==> src/rtl/ctrl_sram.sv <==
// Burst access controller driving the single-port synchronous sram bus.
// One SRAM access per cycle over consecutive word addresses.
module ctrl_sram (
  input  logic        clk,
  input  logic        reset,
  input  logic        inicio,
  input  logic        escribir,
  input  logic [7:0]  dir_base,
  input  logic [4:0]  longitud,
  input  logic [31:0] dato_wr,
  input  logic        dato_wr_valido,
  output logic        dato_wr_listo,
  output logic [31:0] dato_rd,
  output logic        dato_rd_valido,
  output logic        ocupado,
  output logic        fin,
  output logic        CSram,
  output logic        EscrMem,
  output logic        LeerMem,
  output logic [7:0]  Direc,
  output logic [31:0] Datain,
  input  logic [31:0] Dataout
);

  typedef enum logic [1:0] {
    IDLE = 2'd0,
    ESCR = 2'd1,
    LEER = 2'd2
  } state_t;

  state_t      state;
  logic [7:0]  dir_act;
  logic [4:0]  restantes;
  logic        paso;

  // A burst word advances every read cycle, or on each valid write word
  assign paso = (state == LEER) ||
                ((state == ESCR) && dato_wr_valido);

  // Burst sequencing: capture command, walk addresses, flag completion
  always_ff @(posedge clk) begin
    if (reset) begin
      state          <= IDLE;
      dir_act        <= '0;
      restantes      <= '0;
      dato_rd_valido <= 1'b0;
      fin            <= 1'b0;
    end else begin
      fin            <= 1'b0;
      dato_rd_valido <= (state == LEER);
      unique case (state)
        IDLE: begin
          if (inicio) begin
            dir_act   <= dir_base;
            restantes <= longitud;
            state     <= escribir ? ESCR : LEER;
          end
        end
        ESCR, LEER: begin
          if (paso) begin
            if (restantes == 5'd0) begin
              state <= IDLE;
              fin   <= 1'b1;
            end else begin
              dir_act   <= dir_act + 8'd1;
              restantes <= restantes - 5'd1;
            end
          end
        end
        default: state <= IDLE;
      endcase
    end
  end

  // SRAM strobes; reset masks them so nothing is written at the reset edge
  always_comb begin
    CSram         = 1'b0;
    EscrMem       = 1'b0;
    LeerMem       = 1'b0;
    dato_wr_listo = 1'b0;
    Datain        = '0;
    if (state == ESCR) begin
      Datain = dato_wr;
    end
    if (!reset) begin
      if (state == ESCR) begin
        dato_wr_listo = 1'b1;
        CSram         = dato_wr_valido;
        EscrMem       = dato_wr_valido;
      end else if (state == LEER) begin
        CSram   = 1'b1;
        LeerMem = 1'b1;
      end
    end
  end

  assign Direc   = dir_act;
  assign dato_rd = Dataout;
  assign ocupado = (state != IDLE);

endmodule

==> config.mk <==
export PLATFORM = sky130hd
export DESIGN_NAME = ctrl_sram
export DESIGN_NICKNAME = d
export VERILOG_FILES = /design/src/rtl/ctrl_sram.sv
export SDC_FILE = /design/constraint.sdc
export NUM_CORES = 1
export LEC_CHECK = 0
export BUFFER_PORTS_ARGS = -buffer_cell sky130_fd_sc_hd__clkbuf_2
export CORE_ASPECT_RATIO = 1.75
export CORE_UTILIZATION = 35
export CTS_CLUSTER_DIAMETER = 150
export DETAILED_ROUTE_END_ITERATION = 10
export PLACE_DENSITY_LB_ADDON = 0.08
export RECOVER_POWER = 100
export SYNTH_ARGS = -nofsm -noshare
export SYNTH_HDL_FRONTEND = slang
export SYNTH_SLANG_ARGS = --single-unit
==> constraint.sdc <==
create_clock -name clk -period 2.05 [get_ports clk]
set_input_delay 0.205 -clock clk [delete_from_list [all_inputs] [get_ports clk]]
set_output_delay 0.205 -clock clk [all_outputs]
set_load 0.1 [all_outputs]
==> summary.txt <==
Run status
  • Outcome: finished clean

Placement
  • HPWL Detailed: 4100 µm
  • Buffers added on ports: 96
  • Final estimated routing congestion in global placement: 0.825

Final layout
  • Diode insertion count for antenna repair: 0
  • Fraction of layout instances using a drive strength above 1: 42.1%
  • Layout overhead on the synthesized area: 26.7%
  • Most frequent standard cell in the layout excluding fill and tap cells: sky130_fd_sc_hd__clkbuf_2
  • Final Net Count: 347
  • Leading cell types in the layout, fill and taps excluded: sky130_fd_sc_hd__clkbuf_2 (84), sky130_fd_sc_hd__and2_0 (17), sky130_fd_sc_hd__and2_1 (15), sky130_fd_sc_hd__dfxtp_1 (14), sky130_fd_sc_hd__clkbuf_1 (12)

Routing
  • Post-detailed-routing wire length: 4880 µm
  • DR vias: 1609
  • Vias per cell: 5.22
  • Number of antenna-violating nets in the routed design: 0
  • Average wire per standard cell: approximately 16 µm
  • DRC Markers: 0
  • Number of optimization iterations in the first detailed-route pass: 4
  • Detailed router's first-iteration violation count: 20

Critical path
  • Library cell contributing the largest single delay on the critical path: sky130_fd_sc_hd__dfxtp_1
  • Longest individual stage delay on the worst path: 0.37 ns
  • Element type at the critical path start: flip-flop
  • Critical path class: reg -> out
  • Crit path max fanout: 26
  • CP Capture Type: output pin
  • Critical path cell sequence: inv_2 -> ha_4 -> buf_4 -> nor2b_4 -> and2_4 -> or2_4 -> buf_12
  • Worst Path Required: 1.85 ns
  • Worst path arrival time: around 1.8 ns

Logic synthesis
  • Post-Synthesis Cells: 192
  • Post-synth EDFFs: 0
  • Sequential fraction of the synthesis area: 22.5%
  • Synth Area per Inst: 7.87 µm²
  • Main flop type after synthesis: sky130_fd_sc_hd__dfxtp_1
  • Fraction of registers with async set or reset after synthesis: 0%
  • Mapped Area: 1510 µm²
  • Yosys synthesis warning count: 0
  • Synthesized flop and latch total: 17
  • Mapped Nets: 279
  • Post-synthesis cell type count: 44

Floorplanning
  • Top-Level Pins: 161
  • Area of the die: 4600 µm²
  • Initial core utilization: 36.4%
  • Placeable core area: about 4200 µm²
  • Number of placement rows: 31
  • Die outline width: 51.7 µm
  • DIE HEIGHT: 88.9 µm

GRT
  • Global-route wire length before repair: 7530 µm
  • Antenna violations before repair: 0
  • Remaining global-route overflow: 0
  • Via count of the first global-routing pass: 1576
  • Overall global routing resource usage: between 20% and 30%
  • Largest net degree at the start of global routing: 27

Timing
  • Transition time at the pin with the least slew margin: 1.19 ns
  • Final hold violation count: 0
  • Fmax: 507 MHz
  • Rel. slew slack: 21.0%
  • Number of pins with negative max-slew slack in the final report: 0
  • Largest clock skew in the final design: 0.00555 ns
  • Total negative setup slack: 0 ns
  • Fin crit share: 96.3%
  • Unrepaired setup endpoints after global routing: false
  • Min Tclk post-route: 1.97 ns
  • Final setup fails: 0

CTS
  • Max Buffers Root-to-Sink: 2
  • Htree depth: 1
  • Number of sinks on the clock net: 17
  • Number of buffers inserted during clock tree synthesis: 3
  • TritonCTS clock tree: done
  • Reg clk slew, reported paths: 0.07 ns
  • Clock latency on the worst-skew pair: 0.25 ns
  • Clock root buffer: sky130_fd_sc_hd__clkbuf_8

Run
  • Number of max-cap violations: 0

Hold path
  • Type of the tightest min-delay check: in -> reg
-- Yosys cell counts, types with 2 or more instances --
| cell type | instances | share of area [%] |
|---|---|---|
| sky130_fd_sc_hd__a211oi_1 | 5 | 2.5 |
| sky130_fd_sc_hd__a21o_1 | 2 | 0.99 |
| sky130_fd_sc_hd__a21oi_1 | 8 | 2.6 |
| sky130_fd_sc_hd__a31oi_1 | 4 | 1.7 |
| sky130_fd_sc_hd__and2_1 | 33 | 14 |
| sky130_fd_sc_hd__buf_2 | 2 | 0.66 |
| sky130_fd_sc_hd__buf_4 | 32 | 16 |
| sky130_fd_sc_hd__clkbuf_1 | 6 | 1.5 |
| sky130_fd_sc_hd__dfxtp_1 | 17 | 23 |
| sky130_fd_sc_hd__ha_1 | 5 | 4.1 |
| sky130_fd_sc_hd__inv_1 | 7 | 1.7 |
| sky130_fd_sc_hd__mux2i_1 | 3 | 2.0 |
| sky130_fd_sc_hd__nand2_1 | 10 | 2.5 |
| sky130_fd_sc_hd__nand3_1 | 5 | 1.7 |
| sky130_fd_sc_hd__nor2_1 | 7 | 1.7 |
| sky130_fd_sc_hd__nor2b_1 | 7 | 2.9 |
| sky130_fd_sc_hd__nor3_1 | 3 | 0.99 |
| sky130_fd_sc_hd__o21ai_0 | 2 | 0.66 |
| sky130_fd_sc_hd__o311ai_0 | 4 | 2.3 |
| sky130_fd_sc_hd__o31ai_1 | 4 | 2.0 |
| sky130_fd_sc_hd__o32ai_1 | 2 | 1.2 |
| sky130_fd_sc_hd__or2_2 | 2 | 0.83 |
-- cell families (layout without fill, tap and decap cells) --
group           after synthesis  in the layout  synth area share, %
simple gates                 76             76                 29.1
buf+inv                      48            115                 20.0
compound gates               43             43                 22.3
flops                        17             17                 22.5
fa+ha+maj                     5              5                 4.14
mux                           3              3                 1.99
-- routing by layer --
layer	wire length (µm)	vias up	part of all wire, %	global-route usage, %
li1	-	780	-	-
met1	1930	704	40	24.5
met2	2320	100	48	38.6
met3	498	25	10	6.63
met4	130	0	2.7	8.35
met5	0	-	0	0
-- through the flow --
stage          utilization, %  hold slack (ns)  std cells  instance area, µm²  worst slack [ns]
2_1_floorplan               -            0.363        192                1540            -0.105
6_report                 46.1            0.203        308                1910            0.0768
5_1_grt                  46.1            0.217        308                1910           0.00986
3_5_place_dp             45.6            0.411        304                1890             0.142
3_3_place_gp             45.6            0.411        304                1890             0.165
4_1_cts                  46.7            0.211        308                1940            0.0624
-- worst max-delay path, delay by kind of cell (launching register included) --
kind / cells / cell delay [ns]
simple gates: 3 / 0.53
fa+ha+maj: 1 / 0.18
buf+inv: 3 / 0.44
flops: 1 / 0.37
-- worst paths after layout --
path	from	endpoint	slack (ns)	cells past startpoint
worst max-delay path	state[1]	CSram	0.08	7
worst min-delay path	reset	state[0]	0.20	2
worst max register to register	state[0]	Direc[2]	0.14	7
worst min register to register	restantes[1]	restantes[1]	0.49	2
-- registers in the layout (all words and copies together), names as in the netlist --
signal / cells
dato_rd_valido: 1
Direc: 8
restantes: 5
state: 2
fin: 1
-- layout make-up --
type,count,area (µm²)
fillers,465,2240
multi-input cells,127,887
repair buffers,103,547
well taps,49,61.3
clock buffers,4,45.0
flip-flops and latches,17,344
inverters,8,30.0
-- timing repair --
item,CTS,global route
gates resized for setup,0,3
hold buffers,0,0
setup buffers,0,0
setup endpoints to repair,0,2
Power is left out: the tool's default activity adds up to more than one toggle a clock period on the data nets, which glitch-free logic cannot reach.
